--- src/rtl/rs_pkg.sv ---
// Shared constants, types and GF(2^8) helpers for the RS(18,16) encode path.
package rs_pkg;

    localparam int unsigned N            = 18;
    localparam int unsigned K            = 16;
    localparam int unsigned SYMBOL_WIDTH = 8;

    localparam logic [SYMBOL_WIDTH:0] PRIM_POLY = 9'h11D;

    typedef logic [SYMBOL_WIDTH-1:0] symbol_t;

    localparam symbol_t G1 = 8'h06;
    localparam symbol_t G0 = 8'h08;

    typedef enum logic {
        ACCEPT = 1'b0,
        HOLD   = 1'b1
    } state_t;

    // Multiply by alpha (x) and reduce modulo the primitive polynomial.
    function automatic symbol_t gf_xtime(input symbol_t a);
        symbol_t red;
        red = a[SYMBOL_WIDTH-1] ? PRIM_POLY[SYMBOL_WIDTH-1:0] : '0;
        return {a[SYMBOL_WIDTH-2:0], 1'b0} ^ red;
    endfunction

    // Shift-and-add GF multiply; folds to XOR trees when one operand is constant.
    function automatic symbol_t gf_mul(input symbol_t a, input symbol_t b);
        symbol_t acc;
        symbol_t sh;
        acc = '0;
        sh  = a;
        for (int unsigned i = 0; i < SYMBOL_WIDTH; i++) begin
            if (b[i]) begin
                acc = acc ^ sh;
            end
            sh = gf_xtime(sh);
        end
        return acc;
    endfunction

endpackage

--- src/rtl/gf_const_mult.sv ---
// Combinational GF(2^8) multiply of a symbol by a compile-time constant.
module gf_const_mult
    import rs_pkg::*;
#(
    parameter symbol_t COEF = SYMBOL_WIDTH'(1)
) (
    input  logic [SYMBOL_WIDTH-1:0] a,
    output logic [SYMBOL_WIDTH-1:0] prod_c
);

    assign prod_c = gf_mul(a, COEF);

endmodule

--- src/rtl/rs_encoder_serial.sv ---
// Serial systematic RS(18,16) encoder: 2-stage LFSR parity, codeword held until taken.
module rs_encoder_serial
    import rs_pkg::*;
(
    input  logic                      clk,
    input  logic                      rst,
    input  logic                      in_valid,
    output logic                      in_ready,
    input  logic [SYMBOL_WIDTH-1:0]   in_data,
    input  logic                      in_last,
    output logic                      out_valid,
    input  logic                      out_ready,
    output logic [N*SYMBOL_WIDTH-1:0] out_codeword,
    output logic                      err_last
);

    localparam int unsigned CNT_W = $clog2(K);
    localparam int unsigned IDX_W = $clog2(N);

    state_t               state;
    state_t               state_d;
    logic                 in_ready_d;
    logic                 out_valid_d;

    logic [CNT_W-1:0]     cnt;
    symbol_t              r1;
    symbol_t              r0;
    symbol_t              fb;
    symbol_t              fb_g1;
    symbol_t              fb_g0;
    symbol_t              r1_d;
    symbol_t              r0_d;
    logic                 xfer;
    logic                 last_sym;
    logic [IDX_W-1:0]     msg_idx;
    symbol_t              cw [N];

    assign xfer     = in_valid & in_ready;
    assign last_sym = (cnt == CNT_W'(K - 1));
    assign fb       = in_data ^ r1;
    assign r1_d     = r0 ^ fb_g1;
    assign r0_d     = fb_g0;
    // First symbol received is m[K-1], which lands in the top codeword slot.
    assign msg_idx  = IDX_W'(N - 1) - IDX_W'(cnt);

    gf_const_mult #(.COEF(G1)) u_mul_g1 (.a(fb), .prod_c(fb_g1));
    gf_const_mult #(.COEF(G0)) u_mul_g0 (.a(fb), .prod_c(fb_g0));

    // State register with registered handshake outputs
    always_ff @(posedge clk) begin
        if (rst) begin
            state     <= ACCEPT;
            in_ready  <= 1'b1;
            out_valid <= 1'b0;
        end else begin
            state     <= state_d;
            in_ready  <= in_ready_d;
            out_valid <= out_valid_d;
        end
    end

    // Next-state logic
    always_comb begin
        state_d = state;
        case (state)
            ACCEPT:  if (xfer && last_sym) state_d = HOLD;
            HOLD:    if (out_ready)        state_d = ACCEPT;
            default: state_d = ACCEPT;
        endcase
    end

    // Output decode of the upcoming state, captured by the state register
    always_comb begin
        in_ready_d  = 1'b1;
        out_valid_d = 1'b0;
        if (state_d == HOLD) begin
            in_ready_d  = 1'b0;
            out_valid_d = 1'b1;
        end
    end

    // LFSR, symbol counter, codeword capture and framing check
    always_ff @(posedge clk) begin
        if (rst) begin
            cnt      <= '0;
            r1       <= '0;
            r0       <= '0;
            err_last <= 1'b0;
            for (int unsigned i = 0; i < N; i++) begin
                cw[i] <= '0;
            end
        end else begin
            err_last <= xfer & (in_last ^ last_sym);
            if (xfer) begin
                cw[msg_idx] <= in_data;
                if (last_sym) begin
                    cw[1] <= r1_d;
                    cw[0] <= r0_d;
                    cnt   <= '0;
                    r1    <= '0;
                    r0    <= '0;
                end else begin
                    cnt   <= cnt + CNT_W'(1);
                    r1    <= r1_d;
                    r0    <= r0_d;
                end
            end
        end
    end

    for (genvar i = 0; i < N; i++) begin : g_pack
        assign out_codeword[i*SYMBOL_WIDTH +: SYMBOL_WIDTH] = cw[i];
    end

endmodule
--- config.mk ---
export PLATFORM = sky130hd
export DESIGN_NAME = rs_encoder_serial
export DESIGN_NICKNAME = d
export VERILOG_FILES = /design/src/rtl/rs_pkg.sv /design/src/rtl/gf_const_mult.sv /design/src/rtl/rs_encoder_serial.sv
export SDC_FILE = /design/constraint.sdc
export NUM_CORES = 1
export LEC_CHECK = 0
export ABC_AREA = 1
export CAP_MARGIN = 20
export CELL_PAD_IN_SITES_DETAIL_PLACEMENT = 0
export CELL_PAD_IN_SITES_GLOBAL_PLACEMENT = 1
export CORE_MARGIN = 2
export CORE_UTILIZATION = 39
export DETAILED_ROUTE_END_ITERATION = 10
export HOLD_SLACK_MARGIN = 0.05
export MAX_ROUTING_LAYER = met4
export PLACE_DENSITY = 0.83
export SYNTH_ARGS = -nofsm -noshare
export SYNTH_HDL_FRONTEND = slang
export SYNTH_SLANG_ARGS = --single-unit
--- constraint.sdc ---
create_clock -name clk -period 3.1 [get_ports clk]
set_clock_uncertainty 0.2 [all_clocks]
set_input_delay 0.93 -clock clk [delete_from_list [all_inputs] [get_ports clk]]
set_output_delay 0.93 -clock clk [all_outputs]
set_load 0.1 [all_outputs]
# ---- Word-level counts from Yosys, hierarchy flattened
# Memory sizes are Yosys's and may differ from the RTL's.
# Index checks and enable logic that the tools add are counted.
dict set report word_totals {
  mem_count 1
  register_bits 24
  in_bits 13
  word_cells 50
  output_inout_bits 147
  ram_bits 144
}
dict set report op_classes {
  n_addsub 2
  muxes 25
  bitwise 12
  n_eq_ne 1
  reduce_logical 2
}
# name words width rd rd_ports_with_merged_regs wr line
set mem_list {}
lappend mem_list {cw 18 8 18 0 18 rs_encoder_serial.sv:36} ;# symbol_t cw [N];
# op count
set op_table {}
lappend op_table {{$xor 8x8->8} 6}
lappend op_table {{$mux 8} 5}
lappend op_table {{$mux 5} 4}
lappend op_table {{$mux 1} 14}
lappend op_table {{$reduce_or 8->1} 1}
lappend op_table {{$sub 5x4->5 const A} 1}
lappend op_table {{$add 4x1->4 const B} 1}
lappend op_table {{$eq 4x4->1 const B} 1}
lappend op_table {{$mux 4} 1}
lappend op_table {{$and 1x1->1} 2}
lappend op_table {{$or 1x1->1} 2}
lappend op_table {{$pmux 1 s2} 1}
lappend op_table {{$logic_and 1x1->1} 1}
lappend op_table {{$not 1->1} 1}
lappend op_table {{$xor 1x1->1} 1}

# ---- Logic depth before layout (Yosys ltp)
dict set report depth {
  ltp_word 8
  ltp_mapped 11
  depth_no_buf 11
}

# ---- Cells and area by module
# Synthesis repeated with hierarchy kept, for this count alone.
dict set report unflattened {
  hier_cells 604
  area_unflattened_um2 6910.4
}
# mod n_inst seq_area_each_um2 cells_each area_per_inst_um2
set by_module_without_submodules {}
lappend by_module_without_submodules {rs_encoder_serial 1 4784.6 541 6556.3}
lappend by_module_without_submodules {{gf_const_mult at u_mul_g1} 1 0.0 28 198.9}
lappend by_module_without_submodules {{gf_const_mult at u_mul_g0} 1 0.0 35 155.1}

# ---- Least setup slack after synthesis
# No wires, ideal clock.
dict set report synth_timing {
  path_type {flip-flop to flip-flop}
  from {register in_ready}
  to {memory cw[1][0] in the netlist's numbering, enable pin}
  setup_time_ns 0.384
  n_path_buf 0
  period_less_slack_ns 2.985
  path_stages_with_launch 7
  path_slack_ns 0.115
  arrival_time_ns 2.401
  cell_sequence {dfxtp_1 nand2_1 nor2_4 nand2_1 nor2_1 nand2_1 o21ai_0}
}
# item line
set synth_lines {}
lappend synth_lines {{start: declaration} rs_encoder_serial.sv:8} ;# output logic in_ready,
lappend synth_lines {{start signal: assignment} rs_encoder_serial.sv:57} ;# in_ready <= in_ready_d;
lappend synth_lines {{end: declaration} rs_encoder_serial.sv:36}

==> flow_results.org <==
** Run status
- Outcome :: finished clean

** Timing
- Setup repair after global routing left no endpoint under its margin.
- Setup violations remaining at the end of the flow were counted as 0.
- Max_slew headroom :: 0.508
- Number of failing hold endpoints at the final stage :: 0
- Timing-limited maximum frequency :: 0.370 GHz
- Tmin final :: 2.70 ns
- Final critical-path share of the clock period :: 0.872
- Fin worst setup slack :: 0.396 ns
- For the pin with the worst max-slew slack, the measured transition is 0.738 ns.
- Final hold analysis gives a worst-case slack of 0.275 ns.
- Number of pins with negative max-slew slack in the final report :: 0

** Setup path
- Required time of the critical path :: 3.00 ns
- Path depth of the worst reg2reg path :: 7
- The worst register-to-register path ends at cw[9][7].
- In this run the critical register-to-register path is launched from cnt[1].
- The critical path starts at in_valid.
- The setup path with the least slack is of type primary input to flip-flop.
- Highest net fanout along the worst path :: 8
- STA classifies the critical path endpoint as a flip-flop.
- Critical path startpoint category :: primary input
- At the worst endpoint, the arrival time is 2.60 ns.
- Setup slack, reg-to-reg :: 0.66 ns

** Placement
- DP Worst Slack :: -0.0878 ns
- During placement, the flow inserted port buffers numbering 159.
- GP Congestion :: 0.866
- Once detailed placement completed, the half-perimeter wirelength came to 13100 um.
- Placed Instances :: 1032
- Instance area after placement :: 0.00866 mm^2

** Synthesis
- After synthesis, the largest family of logic cells by area is simple AND/OR/NAND/NOR gates.
- Adder and majority gate portion of the synthesized area :: 0.00553
- Of the post-synthesis cell area, the part taken by muxes is 0.
- Number of distinct standard cells referenced by the synthesized netlist :: 25
- For this run, the number of Yosys warnings is 0.
- Net Count, Synth :: 629
- Sequential fraction of the synthesis area :: 0.705
- The fraction of the mapped netlist area in compound gates came to 0.0214.
- In this run the mean area of a mapped cell was 11.1 um^2.
- Simple-gate portion of the synthesized area :: 0.217
- After synthesis the cells add up to 0.00678 mm^2.
- After synthesis the netlist holds a flip-flop and latch count of 167.
- Post-synthesis cell count :: 613
- Of the total synthesized cell area, the portion taken by XOR and XNOR cells is 0.0181.

** CTS
- Buffer count from post-CTS setup fixing :: 0
- Clock tree synthesis selected as its root buffer the cell sky130_fd_sc_hd__clkbuf_16.
- For this design, the CTS-stage hold fixing added 0 buffers.
- Once the clock tree was built, the resizer swapped 0 gates to a different size.
- H-tree level count :: 4
- Worst skew pair latency :: 0.42 ns
- In this run the deepest clock path goes through 2 buffers.
- Clock slew at reported path FFs :: 0.07 ns
- Clock Sink Count :: 167
- Number of buffers created by CTS :: 17
- TritonCTS built the clock tree.

** GRT
- The number of antenna violations at the first check in global routing was 0.
- Via count of the first global-routing pass :: 4756
- In the global route stage, overall resource usage came out at 0.201.
- Summed over all layers, the global routing overflow is 0.
- Entering global routing, the biggest net connects 19 pins.
- Wire length of the first global-routing pass :: 26300 um

** Final layout
- Area taken by multi-input logic gates :: 0.00178 mm^2
- The number of antenna diodes in the final layout is 0.
- Net count reported at finish :: 842
- Share of final-layout standard cells stronger than drive strength 1 :: 0.313
- The count of cells in the finished layout, fillers not included, comes to 1063.
- Relative to the synthesized area, the layout overhead comes to 37.2%.
- Fill cells in the final layout number 1452.
- Across the whole layout, storage elements account for 0.00478 mm^2.
- Final standard cell area without fillers :: 0.00931 mm^2

** Flow run
- Max-cap violations :: 0

** Floorplan
- In this run the horizontal extent of the chip is 136 um.
- The floorplan step set the die height to 136 um.
- Die area :: 0.0185 mm^2
- Number of placement rows :: 48
- The initial utilization of the core area, before any placement, comes to 0.395.
- Pin placement for this block handled 160 I/O pins.
- The region available for standard cell placement spans 0.0172 mm^2.

** Route
- The detail route stage leaves a number of antenna-violating nets equal to 0.
- Final routed DRC violation total :: 0
- After detailed routing, the average wire length per cell comes to 16.5 um.
- Initial DRC Count :: 433
- Dividing the detail-routed via count by the number of cells gives 4.79.
- Via Count :: 5095
- The first TritonRoute pass finished after 5 iterations.
- Wires add up to 17600 um.

** Power and ir drop
- Power spread over the standard cell area amounts to 662 mW/mm^2.
- Across the VDD grid, the largest voltage drop is 0.000513 V.
- Pleak :: 3.93 nW
- Overall power of the completed layout :: 6.16 mW

** Hold path
- The min-delay analysis places its worst path in the category flip-flop to flip-flop.
- The path with the worst hold slack has its endpoint at r1[4].
- Beginning of the worst hold path :: r1[4]
- The worst hold path was traced through 2 stages.
power breakdown:
part	switching (mW)	internal (mW)
clock	0.859	1.44
combinational	0.963	0.270
sequential	0.0725	2.55
layout make-up:
cell class,count,share of cell area
Multi-Input combinational cell,390,0.191
Timing Repair Buffer,205,0.177
Clock buffer,18,0.0461
Clock inverter,13,0.0235
Sequential cell,167,0.514
Inverter,45,0.0184
Tap cell,225,0.0303
cell usage after synthesis:
master	instances	share of area
sky130_fd_sc_hd__a21oi_1	3	0.0022
sky130_fd_sc_hd__nand3b_1	2	0.0022
sky130_fd_sc_hd__xor2_1	11	0.014
sky130_fd_sc_hd__nor2_4	6	0.010
sky130_fd_sc_hd__buf_2	8	0.0059
sky130_fd_sc_hd__o21ai_0	13	0.0096
sky130_fd_sc_hd__nand2_2	17	0.016
sky130_fd_sc_hd__nand3_1	27	0.020
sky130_fd_sc_hd__xnor2_1	3	0.0039
sky130_fd_sc_hd__nor3_2	1	0.0015
sky130_fd_sc_hd__nand4_1	1	0.00092
sky130_fd_sc_hd__inv_4	1	0.00092
sky130_fd_sc_hd__inv_1	39	0.022
sky130_fd_sc_hd__nor2_1	126	0.070
sky130_fd_sc_hd__o21ai_1	3	0.0022
sky130_fd_sc_hd__edfxtp_1	144	0.64
sky130_fd_sc_hd__nor2_2	9	0.0083
sky130_fd_sc_hd__nand2_1	155	0.086
sky130_fd_sc_hd__dfxtp_1	23	0.068
sky130_fd_sc_hd__clkbuf_1	3	0.0017
sky130_fd_sc_hd__nand3_2	2	0.0030
sky130_fd_sc_hd__inv_2	4	0.0022
sky130_fd_sc_hd__clkinv_1	1	0.00055
sky130_fd_sc_hd__ha_1	3	0.0055
sky130_fd_sc_hd__o22ai_1	8	0.0074
per-stage QoR:
stage           util  TNS [ns]
6_report       0.542         0
5_1_grt        0.542         0
4_1_cts        0.542         0
3_5_place_dp   0.504     -3.66
3_3_place_gp   0.504     -1.16
2_1_floorplan      -         0
worst max-delay path: stages:
cell	delay (ns)
sky130_fd_sc_hd__clkdlybuf4s50_1	0.45
sky130_fd_sc_hd__nand2_1	0.11
sky130_fd_sc_hd__nor2_4	0.17
sky130_fd_sc_hd__buf_4	0.14
sky130_fd_sc_hd__nand3_1	0.11
sky130_fd_sc_hd__nor2_2	0.30
sky130_fd_sc_hd__nand2_2	0.12
sky130_fd_sc_hd__nand2_1	0.26
kinds of logic after synthesis:
group / count (synthesis)
simple gates: 346
flops: 167
buf+inv: 56
compound gates: 27
xor+xnor: 14
fa+ha+maj: 3
worst max-delay path by stage:
stage / end / slack [ns]
detailed placement: cw[9][3] / -0.09
global placement: cw[9][3] / -0.05
CTS: cw[9][3] / 0.36
finish: cw[9][7] / 0.40
floorplan: cw[1][0] / 0.11
global route: cw[0][3] / 0.24
cells in the final DEF (no fill, tap or decap):
cell,n
sky130_fd_sc_hd__inv_2,4
sky130_fd_sc_hd__a21oi_1,3
sky130_fd_sc_hd__inv_8,2
sky130_fd_sc_hd__nand3_2,2
sky130_fd_sc_hd__nand4_1,1
sky130_fd_sc_hd__nand2_2,17
sky130_fd_sc_hd__o22ai_1,8
sky130_fd_sc_hd__nor3_2,1
sky130_fd_sc_hd__buf_4,187
sky130_fd_sc_hd__clkbuf_16,17
sky130_fd_sc_hd__bufinv_16,5
sky130_fd_sc_hd__o21ai_1,3
sky130_fd_sc_hd__clkbuf_1,1
sky130_fd_sc_hd__clkinv_4,2
sky130_fd_sc_hd__xnor2_1,3
sky130_fd_sc_hd__o21ai_0,13
sky130_fd_sc_hd__clkinv_1,2
sky130_fd_sc_hd__ha_1,3
sky130_fd_sc_hd__inv_1,39
sky130_fd_sc_hd__nand2_1,155
sky130_fd_sc_hd__inv_4,1
sky130_fd_sc_hd__inv_6,2
sky130_fd_sc_hd__nor2_2,9
sky130_fd_sc_hd__clkinvlp_4,1
sky130_fd_sc_hd__edfxtp_1,144
sky130_fd_sc_hd__nor2_1,126
sky130_fd_sc_hd__dfxtp_1,23
sky130_fd_sc_hd__clkdlybuf4s50_1,12
sky130_fd_sc_hd__nand3_1,27
sky130_fd_sc_hd__xor2_1,11
sky130_fd_sc_hd__nand3b_1,2
sky130_fd_sc_hd__nor2_4,6
sky130_fd_sc_hd__buf_12,6
sequential cells by signal (all words and copies together) (netlist names):
register / flops
in_ready: 1
r1: 8
err_last: 1
r0: 8
cw: 144
out_valid: 1
cnt: 4
routing by layer:
metal  wire length, um  GRT usage
met1              7520      0.257
met2              8710      0.331
met3              1210     0.0384
met4               138     0.0521
met5                 0          -
Note: power is estimated with default switching activity, not from simulation.
